## src/rtl/uart_cmd_assembler.sv

```systemverilog
// UART command assembler: collects BYTES received bytes into one command word, MSB first.
// Optional CHECKSUM_EN macro appends a checksum byte (sum of all bytes mod 256 == 0).
`timescale 1ns/1ps
module uart_cmd_assembler #(
    parameter int BYTES          = 2,
    parameter int TIMEOUT_CYCLES = 100000
) (
    input  logic               clk,
    input  logic               rst,
    input  logic               rx_rdy,
    input  logic [7:0]         rx_data,
    output logic               clr_rx_rdy,
    output logic [8*BYTES-1:0] cmd,
    output logic               cmd_rdy,
    input  logic               clr_cmd_rdy,
    output logic               frame_err,
    output logic               overrun,
    output logic               chk_err
);

`ifdef CHECKSUM_EN
    localparam int TOTAL = BYTES + 1;
`else
    localparam int TOTAL = BYTES;
`endif
    localparam int CMD_W = 8 * BYTES;
    localparam int CNT_W = $clog2(TOTAL + 1);
    localparam int TMR_W = $clog2(TIMEOUT_CYCLES);

    typedef enum logic [1:0] {IDLE, COLLECT, CHECK} state_t;

    state_t             state_q, state_d;
    logic [CNT_W-1:0]   count_q;
    logic [TMR_W-1:0]   timer_q;
    logic [CMD_W-1:0]   asm_q;
    logic [CMD_W-1:0]   cmd_q;
    logic               cmd_rdy_q;
    logic               capture, last, timeout, sum_ok, commit_ok, do_commit;

    // rx_rdy is ignored while in CHECK; the receiver simply holds the byte one more cycle
    assign capture   = (state_q != CHECK) && rx_rdy;
    assign last      = capture && (count_q == CNT_W'(TOTAL - 1));
    assign timeout   = (state_q == COLLECT) && !rx_rdy && (timer_q == TMR_W'(TIMEOUT_CYCLES - 1));

`ifdef CHECKSUM_EN
    logic [7:0] sum_q;

    always_ff @(posedge clk) begin
        if (capture) begin
            sum_q <= (state_q == IDLE) ? rx_data : sum_q + rx_data;
        end
    end

    assign sum_ok  = (sum_q == 8'd0);
    assign chk_err = (state_q == CHECK) && !sum_ok;
`else
    assign sum_ok  = 1'b1;
    assign chk_err = 1'b0;
`endif

    assign commit_ok  = (state_q == CHECK) && sum_ok;
    assign do_commit  = commit_ok && (!cmd_rdy_q || clr_cmd_rdy);
    assign overrun    = commit_ok && cmd_rdy_q && !clr_cmd_rdy;
    assign clr_rx_rdy = capture;
    assign frame_err  = timeout;
    assign cmd        = cmd_q;
    assign cmd_rdy    = cmd_rdy_q;

    always_comb begin
        state_d = state_q;
        case (state_q)
            IDLE:    if (capture) state_d = last ? CHECK : COLLECT;
            COLLECT: begin
                if (last)         state_d = CHECK;
                else if (timeout) state_d = IDLE;
            end
            CHECK:   state_d = IDLE;
            default: state_d = IDLE;
        endcase
    end

    always_ff @(posedge clk or posedge rst) begin
        if (rst) begin
            state_q   <= IDLE;
            count_q   <= '0;
            timer_q   <= '0;
            cmd_q     <= '0;
            cmd_rdy_q <= 1'b0;
        end else begin
            state_q <= state_d;

            if ((state_q == CHECK) || timeout) count_q <= '0;
            else if (capture)                  count_q <= count_q + CNT_W'(1);

            if (capture || (state_q != COLLECT)) timer_q <= '0;
            else                                 timer_q <= timer_q + TMR_W'(1);

            // A commit coincident with clr_cmd_rdy keeps cmd_rdy set
            if (do_commit) begin
                cmd_q     <= asm_q;
                cmd_rdy_q <= 1'b1;
            end else if (clr_cmd_rdy) begin
                cmd_rdy_q <= 1'b0;
            end
        end
    end

    // Checksum byte (index BYTES) is summed but never shifted into the command
    always_ff @(posedge clk) begin
        if (capture && (int'(count_q) < BYTES)) begin
            asm_q <= CMD_W'({asm_q, rx_data});
        end
    end

endmodule

```

## config.mk

```make
export PLATFORM = sky130hd
export DESIGN_NAME = uart_cmd_assembler
export DESIGN_NICKNAME = d
export VERILOG_FILES = /design/src/rtl/uart_cmd_assembler.sv
export SDC_FILE = /design/constraint.sdc
export NUM_CORES = 1
export LEC_CHECK = 0
export ABC_CLOCK_PERIOD_IN_PS = 3100
export BUFFER_PORTS_ARGS = -buffer_cell sky130_fd_sc_hd__buf_2
export CAP_MARGIN = 20
export CORE_MARGIN = 4
export CORE_UTILIZATION = 59
export DETAILED_ROUTE_END_ITERATION = 10
export HOLD_SLACK_MARGIN = 0.03
export PLACE_DENSITY = 0.8
export SLEW_MARGIN = 20
export SYNTH_ARGS = -nofsm -noshare
export SYNTH_HDL_FRONTEND = slang
export SYNTH_SLANG_ARGS = --single-unit
export TNS_END_PERCENT = 5
```

## constraint.sdc

```tcl
create_clock -name clk -period 3.1 [get_ports clk]
set_input_delay 0.62 -clock clk [delete_from_list [all_inputs] [get_ports clk]]
set_output_delay 0.62 -clock clk [all_outputs]
set_load 0.01 [all_outputs]
```

==> reports/qor.csv, run 1 <==
metric;value;unit
final_util;72.26;%
worstSetupStartpointType;flip-flop;
pwr-share-clk;22.4;%
final-max-slew-violation-count;0;
clock_sink_count;54;
crit_path_max_fanout;3;
hold_path_class;input port to asynchronous set/reset pin;
result_of_the_run;complete, no violations;
cp_cell_instances;nor4b_1 > nand2_1 > nor4_1 > buf_2;
antenna_violations_before_repair;0;
dp_wirelength;2.768;mm
count_of_nets_left_with_antenna_violations_after_detail_routing;0;
synth_commonest_cells;sky130_fd_sc_hd__dfrtp_1, sky130_fd_sc_hd__nor2_1, sky130_fd_sc_hd__edfxtp_1, sky130_fd_sc_hd__mux2_2;
critical_path_required;2480;ps
area.sequential;1431;µm²
synth_fp_nets;181;
synth.cell_area;2172;µm²
syn2layout_area_growth;14.52;%
boundaryPins;33;
reg2reg_from;timer_q[0];
fraction_of_final_layout_cells_with_drive_strength_greater_than_1;30.05;%
n_fill_cell;238;
reg2reg_setup_slack;1120;ps
final-setup-viol-count;0;
remaining_drc_errors;0;
cellInternalPower;1.372;mW
synthesis.instances;167;
share_seq_of_total_power;53.3;%
pwr-share-comb;24.3;%
post-cts-setup-buffers;0;
grt_pass1_vias;1358;
route.vias.total;1376;
seq_area_frac_synth;65.90;%
yosys.area.top_type_share;43.78;%
min_period_over_period;85.47;%
tns;0;ps
nets;216;
cts_made_buffers;5;
grt_setup_unrepaired;no;
cell_area_reported_after_detailed_placement;2376;µm²
tightestPinTransition;735.6;ps
route.detailed.wl_per_inst;15.16;µm
cts_tree;built;
yosys.cell_count.top_type;sky130_fd_sc_hd__dfrtp_1;
ys_dominant_reg_cell;sky130_fd_sc_hd__dfrtp_1;
asyncSetResetFlopFracSynth;70.37;%
clkSlewWorstSetupHoldPaths;90;ps
grt.overflow.total;0;
cts_repair_resize_count;0;
critPathLaunch;timer_q[11];
grt_start_max_net_pins;39;
gp_congestion;0.9269;
critPathCapture;frame_err;
core;3442;µm²
wire_length_of_the_first_global_routing_pass;6.216;mm
worst_skew;5.744;ps
die_height;68.68;µm
p_per_area;779.0;nW/µm²
timing.fmax;377.4;MHz
critical-path-max-stage-delay;520;ps
cap_viol_max_count;0;
r2r_endpoint;timer_q[16];
synth.largest_area_cell;sky130_fd_sc_hd__dfrtp_1;
power.net_switching;0.5659;mW
ff2ff_path_depth;5;
yosys-top-cells-area;sky130_fd_sc_hd__dfrtp_1, sky130_fd_sc_hd__edfxtp_1, sky130_fd_sc_hd__mux2_2, sky130_fd_sc_hd__xnor2_1, sky130_fd_sc_hd__nor2_1;
leakagePower;1.039;nW
start_util;63.10;%
synth.avg_cell_area;13.01;µm²
worst_skew_pair.late_latency;300;ps
irDropWorstVdd;0.0004819;V
via_per_inst;5.526;
switching_share;29.20;%
fin_crit;2650;ps
worstPathBufferInverterCount;1;
cts_max_path_buffers;2;
ys.warnings.count;0;
synth-edff-count;16;
root_buffer_cell;sky130_fd_sc_hd__clkbuf_8;
fp.dieArea;4716;µm²
initialDrtViolationCount;105;
cp_num_cells;4;
critPathKind;flip-flop to primary output;
std_cell_rows;21;
num_antenna_cells;0;
timing.critical_path.slowest_stage_cell;sky130_fd_sc_hd__nor4_1;
worst_slew_margin_rel;50.96;%
worst_path_arrival;2030;ps
drtPass1Iterations;5;
cts_max_level;2;
yosysUniqueCellTypes;32;
cp-end-kind;primary output;
die_w;68.68;µm
io_buffer_count;31;
grt_usage;18.25;%
stdcell_area;2487;µm²
routed_wirelength;3.774;mm
multiInputGateArea;698.2;µm²
post_cts_hold_buffer_count;0;
timing.final.hold_violations;0;
cp_top_family;simple AND/OR/NAND/NOR gates;
postSynthRegisterBits;54;
-- final cells by class --
| type | count | share of cell area [%] |
|---|---|---|
| clock buffer | 6 | 3.773 |
| timing repair buffer | 33 | 6.841 |
| sequential | 54 | 57.55 |
| multi-input combinational | 103 | 28.07 |
| clock inverter | 2 | 0.7042 |
| tap | 46 | 2.314 |
| inverter | 5 | 0.7545 |
-- worst register-to-register path, stage by stage, from the launching register on --
cell and delay (ps):
sky130_fd_sc_hd__dfrtp_1 400, sky130_fd_sc_hd__ha_1 250, sky130_fd_sc_hd__nand3_2 150, sky130_fd_sc_hd__or4_4 600, sky130_fd_sc_hd__or3_1 360, sky130_fd_sc_hd__a21oi_1 150
-- worst min path at each step --
stage                     startpoint         end  cells past startpoint
after global routing             rst  timer_q[2]                      3
after global placement      asm_q[4]   asm_q[12]                      0
after detailed placement    asm_q[7]   asm_q[15]                      0
after floorplan             asm_q[2]   asm_q[10]                      0
final                            rst  timer_q[2]                      3
after CTS                        rst  timer_q[5]                      3
-- sequential cells by signal (all words and copies together) (netlist names) --
name,count
state_q,2
cmd,16
count_q,2
timer_q,17
cmd_rdy,1
asm_q,16
-- cells by family (layout without fill, tap and decap cells) --
| logic type | count (synthesis) | count (layout) | synth area share (%) |
|---|---|---|---|
| muxes | 16 | 16 | 8.295 |
| and+or+nand+nor | 60 | 60 | 14.80 |
| other | 1 | 1 | 0.1726 |
| AOI/OAI and AO/OA | 13 | 13 | 3.283 |
| DFF | 54 | 54 | 65.90 |
| adders and majority gates | 2 | 2 | 1.152 |
| buffers and inverters | 10 | 46 | 1.958 |
| xor gates and xnor gates | 11 | 11 | 4.436 |
-- per-stage QoR --
step / worst slack (ps) / total power [mW] / hold slack [ps] / std cells
final: 450.5 / 1.938 / 410.7 / 249
after detailed placement: 613.2 / 1.531 / 429.2 / 241
after global routing: 236.9 / 2.060 / 460.5 / 249
after CTS: 517.9 / 1.966 / 415.9 / 249
after floorplan: 807.4 / 1.324 / 420.4 / 167
after global placement: 767.1 / 1.482 / 425.8 / 241
-- layer usage --
layer / share of wire, % / track usage [%]
met2: 53 / 32.18
met1: 39 / 21.69
met3: 6.0 / 4.538
met4: 1.8 / 5.955
met5: 0 / 0
-- power groups by stage --
stage	sequential (mW)	clock, mW	combinational (mW)
floorplan	1.08	0	0.242
global placement	1.03	0	0.456
detailed placement	1.05	0	0.482
CTS	1.03	0.451	0.482
global route	1.05	0.485	0.524
finish	1.03	0.435	0.470
-- placed cells by master (no fill, tap or decap), drive strengths merged, types with 8 or more instances in the layout --
cell / instances
nand2: 8
buf: 33
xnor2: 8
nand3: 8
dfrtp: 38
mux2: 16
nor2: 17
edfxtp: 16
Note: power is estimated with default switching activity, not from simulation.
==> run 2, diff against run 1 <==
Settings changed: GPL_TIMING_DRIVEN from default to 0.
==> run 2 against run 1 <==
Net effect:
- sequential share of layout area down 0.058 points
- via count shrank 1.4%
- largest cell class unchanged
- critical path depth is 1 higher
- count of clock-buffer cells in the layout did not move
- cell area up 0.10%
- sequential cell count is the same
- routed wire length increased by 2.0%
- worst hold slack improved by 40 ps
- maximum frequency grew 3.1%
==> reports/qor.csv, run 2 (synthesis gave the netlist of run 1 again) <==
metric;value;unit
grt.overflow.total;0;
final_cells;251;
final-setup-viol-count;0;
initialDrtViolationCount;74;
total_power;1.956;mW
root_buffer_cell;sky130_fd_sc_hd__clkbuf_8;
largest_register;timer_q;
final_critical_path_setup_slack;529.3;ps
leakagePower;1.033;nW
start_util;63.10;%
p_per_area;785.6;nW/µm²
via_per_inst;5.406;
num_antenna_cells;0;
die_height;68.68;µm
cp-end-kind;primary output;
post_cts_hold_buffer_count;0;
wire_length_of_the_first_global_routing_pass;6.375;mm
grt_usage;18.46;%
mostFrequentLayoutCells;sky130_fd_sc_hd__dfrtp_1, sky130_fd_sc_hd__buf_2, sky130_fd_sc_hd__nor2_1, sky130_fd_sc_hd__mux2_2, sky130_fd_sc_hd__edfxtp_1;
routed_wirelength;3.849;mm
irDropWorstVdd;0.0003762;V
count_of_nets_left_with_antenna_violations_after_detail_routing;0;
grt_setup_unrepaired;no;
cell_area_reported_after_detailed_placement;2380;µm²
io_buffer_count;30;
cts_made_buffers;5;
numPlacedInstances;243;
syn2layout_area_growth;14.63;%
die_w;68.68;µm
worst_skew_pair.late_latency;300;ps
boundaryPins;33;
result_of_the_run;complete, no violations;
cts_repair_resize_count;0;
most_common_cell_after_layout_fill_and_taps_aside;sky130_fd_sc_hd__dfrtp_1;
min_period_over_period;82.93;%
nets;218;
cts_max_path_buffers;2;
grt_start_max_net_pins;39;
worst_path_arrival;1950;ps
std_cell_rows;21;
largest_reg_flops;17;
fp.dieArea;4716;µm²
route.vias.total;1357;
drtPass1Iterations;5;
timing.fmax;389.0;MHz
stdcell_area;2490;µm²
clkSlewWorstSetupHoldPaths;90;ps
worstSetupStartpointType;input port;
remaining_drc_errors;0;
tns;0;ps
tightestPinTransition;774.1;ps
crit_path_max_fanout;9;
worst_skew;7.980;ps
dp_wirelength;2.789;mm
post-cts-setup-buffers;0;
cap_viol_max_count;0;
final-max-slew-violation-count;0;
clock_sink_count;54;
critPathKind;input port to primary output;
fin_crit;2571;ps
fraction_of_final_layout_cells_with_drive_strength_greater_than_1;29.27;%
route.detailed.wl_per_inst;15.33;µm
hold_path_class;input port to asynchronous set/reset pin;
grt_pass1_vias;1390;
gp_congestion;0.8297;
n_fill_cell;254;
antenna_violations_before_repair;0;
worst_slew_margin_rel;48.32;%
cts_max_level;2;
core;3442;µm²
critical_path_required;2480;ps
timing.final.hold_violations;0;
cts_tree;built;
placement.setup.worst_slack;525.9;ps
==> run 2: cell types whose count changed in the layout (fill, tap and decap cells not counted), sizes merged <==
cell | before | now
bufinv | 0 | 1
clkinvlp | 0 | 1
clkinv | 1 | 0
buf | 33 | 32
clkbuf | 6 | 9
inv | 6 | 5
==> run 2: metal layers <==
layer  global-route usage (%)  routed length (µm)  up-vias
li1                         -                   -      649
met1                    21.58                1586      672
met2                    33.02                2071       32
met3                    4.538                 168        4
met4                    5.955                  23        0
met5                        0                   0        -
==> run 2: through the flow <==
stage	util (%)	hold WS (ps)
finish	72.34	451.2
global placement	69.14	425.4
global route	72.34	466.3
detailed placement	69.14	433.3
CTS	72.34	455.7
floorplan	-	420.4
==> run 2: worst max-delay path, stage by stage <==
cell and delay (ps):
sky130_fd_sc_hd__clkbuf_1 170, sky130_fd_sc_hd__nor3b_1 310, sky130_fd_sc_hd__nand2_1 130, sky130_fd_sc_hd__nor4_1 480
sky130_fd_sc_hd__buf_2 220
==> run 2: cell type report <==
class,count,area [µm²],area share [%]
timing repair buffer,30,150.1,6.030
buffer,5,23.77,0.9548
clock buffer,6,72.57,2.915
clock inverter,2,37.54,1.508
multi-input combinational,103,698.2,28.04
tap,46,57.56,2.312
sequential,54,1431,57.49
inverter,5,18.77,0.7538
==> run 2: power by group <==
part | switching (mW) | internal (mW)
registers | 0.0935 | 0.937
clock network | 0.214 | 0.241
logic | 0.248 | 0.223
==> run 2: final timing paths <==
| path | slack (ps) | depth (start not counted) | from | endpoint |
|---|---|---|---|---|
| max reg2reg | 1080 | 5 | state_q[0] | cmd[13] |
| min in group clk | 450 | 0 | asm_q[3] | asm_q[11] |
| max | 530 | 5 | rx_rdy | frame_err |
| min | 450 | 2 | rst | count_q[1] |
| min reg2reg | 450 | 0 | asm_q[3] | asm_q[11] |
| max in group asynchronous | 2150 | 2 | rst | timer_q[12] |
==> run 3, diff against run 2 <==
Settings changed: ABC_AREA from default to 1, ABC_CLOCK_PERIOD_IN_PS 3100 to 2300, CORE_UTILIZATION 59 to 51, PLACE_DENSITY 0.8 to 0.73.
Clock period 3.1 ns to 2.3 ns, I/O delays scaled along.
==> run 3 against run 2 <==
Net effect:
- power is 44% higher
- worst setup slack worse by 150 ps
- sequential share of layout area is 5.8 points lower
- global-route usage is 2.4 points lower
- via count is 24% higher
==> reports/qor.csv, run 3 <==
metric;value;unit
yosys.area.top_type_share;39.50;%
reg2reg_from;state_q[1];
n_fill_cell;362;
start_util;53.80;%
fraction_of_final_layout_cells_with_drive_strength_greater_than_1;24.91;%
yosys-top-cells-area;sky130_fd_sc_hd__dfrtp_1, sky130_fd_sc_hd__edfxtp_1, sky130_fd_sc_hd__nand2_1, sky130_fd_sc_hd__nor2_1, sky130_fd_sc_hd__mux2_4;
worstSetupStartpointType;flip-flop;
reg2reg_setup_slack;590;ps
r2r_endpoint;asm_q[11];
yosys.cell_count.top_type;sky130_fd_sc_hd__nand2_1;
num_antenna_cells;0;
mostFrequentLayoutCells;sky130_fd_sc_hd__nand2_1, sky130_fd_sc_hd__nor2_1, sky130_fd_sc_hd__dfrtp_1, sky130_fd_sc_hd__buf_2, sky130_fd_sc_hd__inv_1;
cts_made_buffers;5;
irDropWorstVdd;0.0005446;V
asyncSetResetFlopFracSynth;70.37;%
timing.fmax;521.9;MHz
synth_fp_nets;251;
post-cts-setup-buffers;0;
cts_repair_resize_count;0;
placement.setup.worst_slack;397.8;ps
remaining_drc_errors;0;
grt_setup_unrepaired;no;
clkSlewWorstSetupHoldPaths;100;ps
die_w;76.71;µm
ff2ff_path_depth;5;
fp.dieArea;5884;µm²
synth.avg_cell_area;10.16;µm²
synth_commonest_cells;sky130_fd_sc_hd__nand2_1, sky130_fd_sc_hd__nor2_1, sky130_fd_sc_hd__dfrtp_1;
grt.overflow.total;0;
cts_tree;built;
via_per_inst;5.103;
worst_slew_margin_rel;47.14;%
ys.warnings.count;0;
synthesis.instances;237;
grt_pass1_vias;1633;
count_of_nets_left_with_antenna_violations_after_detail_routing;0;
final-setup-viol-count;0;
critPathLaunch;timer_q[0];
final-max-slew-violation-count;0;
most_common_cell_after_layout_fill_and_taps_aside;sky130_fd_sc_hd__nand2_1;
initialDrtViolationCount;82;
cap_viol_max_count;0;
ys_dominant_reg_cell;sky130_fd_sc_hd__dfrtp_1;
dp_wirelength;3.155;mm
worst_skew;6.171;ps
syn2layout_area_growth;15.12;%
drtPass1Iterations;4;
largest_register;timer_q;
critical_path_required;1840;ps
cp-end-kind;primary output;
postSynthRegisterBits;54;
worst_path_arrival;1460;ps
nets;290;
tightestPinTransition;792.1;ps
leakagePower;1.262;nW
grt_usage;16.02;%
io_buffer_count;31;
p_per_area;1018;nW/µm²
hold_path_class;input port to asynchronous set/reset pin;
result_of_the_run;complete, no violations;
yosysUniqueCellTypes;28;
gp_congestion;0.8992;
wire_length_of_the_first_global_routing_pass;7.458;mm
routed_wirelength;4.297;mm
root_buffer_cell;sky130_fd_sc_hd__clkbuf_8;
route.detailed.wl_per_inst;13.06;µm
die_height;76.71;µm
synth.largest_area_cell;sky130_fd_sc_hd__dfrtp_1;
cts_max_path_buffers;2;
synth-edff-count;16;
seq_area_frac_synth;59.46;%
fin_crit;1916;ps
tns;0;ps
synth.cell_area;2407;µm²
largest_reg_flops;17;
worst_skew_pair.late_latency;300;ps
antenna_violations_before_repair;0;
post_cts_hold_buffer_count;0;
critPathCapture;frame_err;
final_critical_path_setup_slack;384.0;ps
boundaryPins;33;
cts_max_level;2;
clock_sink_count;54;
timing.final.hold_violations;0;
std_cell_rows;24;
route.vias.total;1679;
grt_start_max_net_pins;29;
min_period_over_period;83.30;%
crit_path_max_fanout;5;
core;4474;µm²
critPathKind;flip-flop to primary output;
==> run 3: through the flow <==
| stage | power (mW) | cells | hold slack (ps) | area [µm²] | util [%] |
|---|---|---|---|---|---|
| floorplan | 1.904 | 237 | 422.2 | 2407 | - |
| global placement | 2.144 | 320 | 429.2 | 2628 | 58.72 |
| detailed placement | 2.193 | 321 | 425.5 | 2650 | 59.23 |
| CTS | 2.857 | 329 | 80.82 | 2771 | 61.94 |
| global route | 2.999 | 329 | 94.74 | 2771 | 61.94 |
| finish | 2.820 | 329 | 86.27 | 2771 | 61.94 |
==> run 3: logic make-up (layout without fill, tap and decap cells) <==
logic type	count (synthesis)	after routing	share of synthesized area, %
buffers and inverters	32	72	5.873
and+or+nand+nor	115	115	20.53
DFF	54	54	59.46
xor gates and xnor gates	1	1	0.3639
other	1	1	0.1558
muxes	16	16	9.043
AOI/OAI and AO/OA	16	16	3.534
adders and majority gates	2	2	1.039
==> run 3: how the worst min path moves through the flow <==
stage	start	endpoint	slack, ps	cells past startpoint
finish	rst	cmd[10]	90	2
global route	rst	cmd[10]	90	2
CTS	rst	cmd[12]	80	2
detailed placement	rst	cmd[12]	430	2
global placement	asm_q[2]	asm_q[10]	430	0
floorplan	asm_q[6]	asm_q[14]	420	0
==> run 3: routing by layer <==
layer  part of all wire (%)  vias up  GRT usage [%]
li1                       -      841              -
met1                     47      800          20.75
met2                     48       34          26.66
met3                    3.6        4          3.513
met4                    1.2        0          5.435
met5                      0        -              0
==> run 3: worst max-delay path, stage by stage, from the launching register on <==
cell,delay (ps)
sky130_fd_sc_hd__dfrtp_1,430
sky130_fd_sc_hd__ha_1,210
sky130_fd_sc_hd__nand3_1,110
sky130_fd_sc_hd__nor2_1,120
sky130_fd_sc_hd__nand3_1,100
sky130_fd_sc_hd__inv_1,60
sky130_fd_sc_hd__buf_2,120
==> run 3: final cells by class <==
cell class	count	area, µm²	share of cell area [%]
Timing Repair Buffer	32	175.2	6.321
Sequential cell	54	1431	51.65
Tap cell	52	65.06	2.348
Multi-Input combinational cell	151	837.1	30.20
Clock inverter	2	38.79	1.400
Inverter	29	108.9	3.928
Buffer	3	32.53	1.174
Clock buffer	6	82.58	2.980
==> run 3: report_power, final <==
part | internal [mW] | total, mW | leakage (nW) | switching [mW]
registers | 1.26 | 1.40 | 0.643 | 0.133
clock network | 0.358 | 0.667 | 0.0618 | 0.309
logic | 0.383 | 0.758 | 0.556 | 0.375
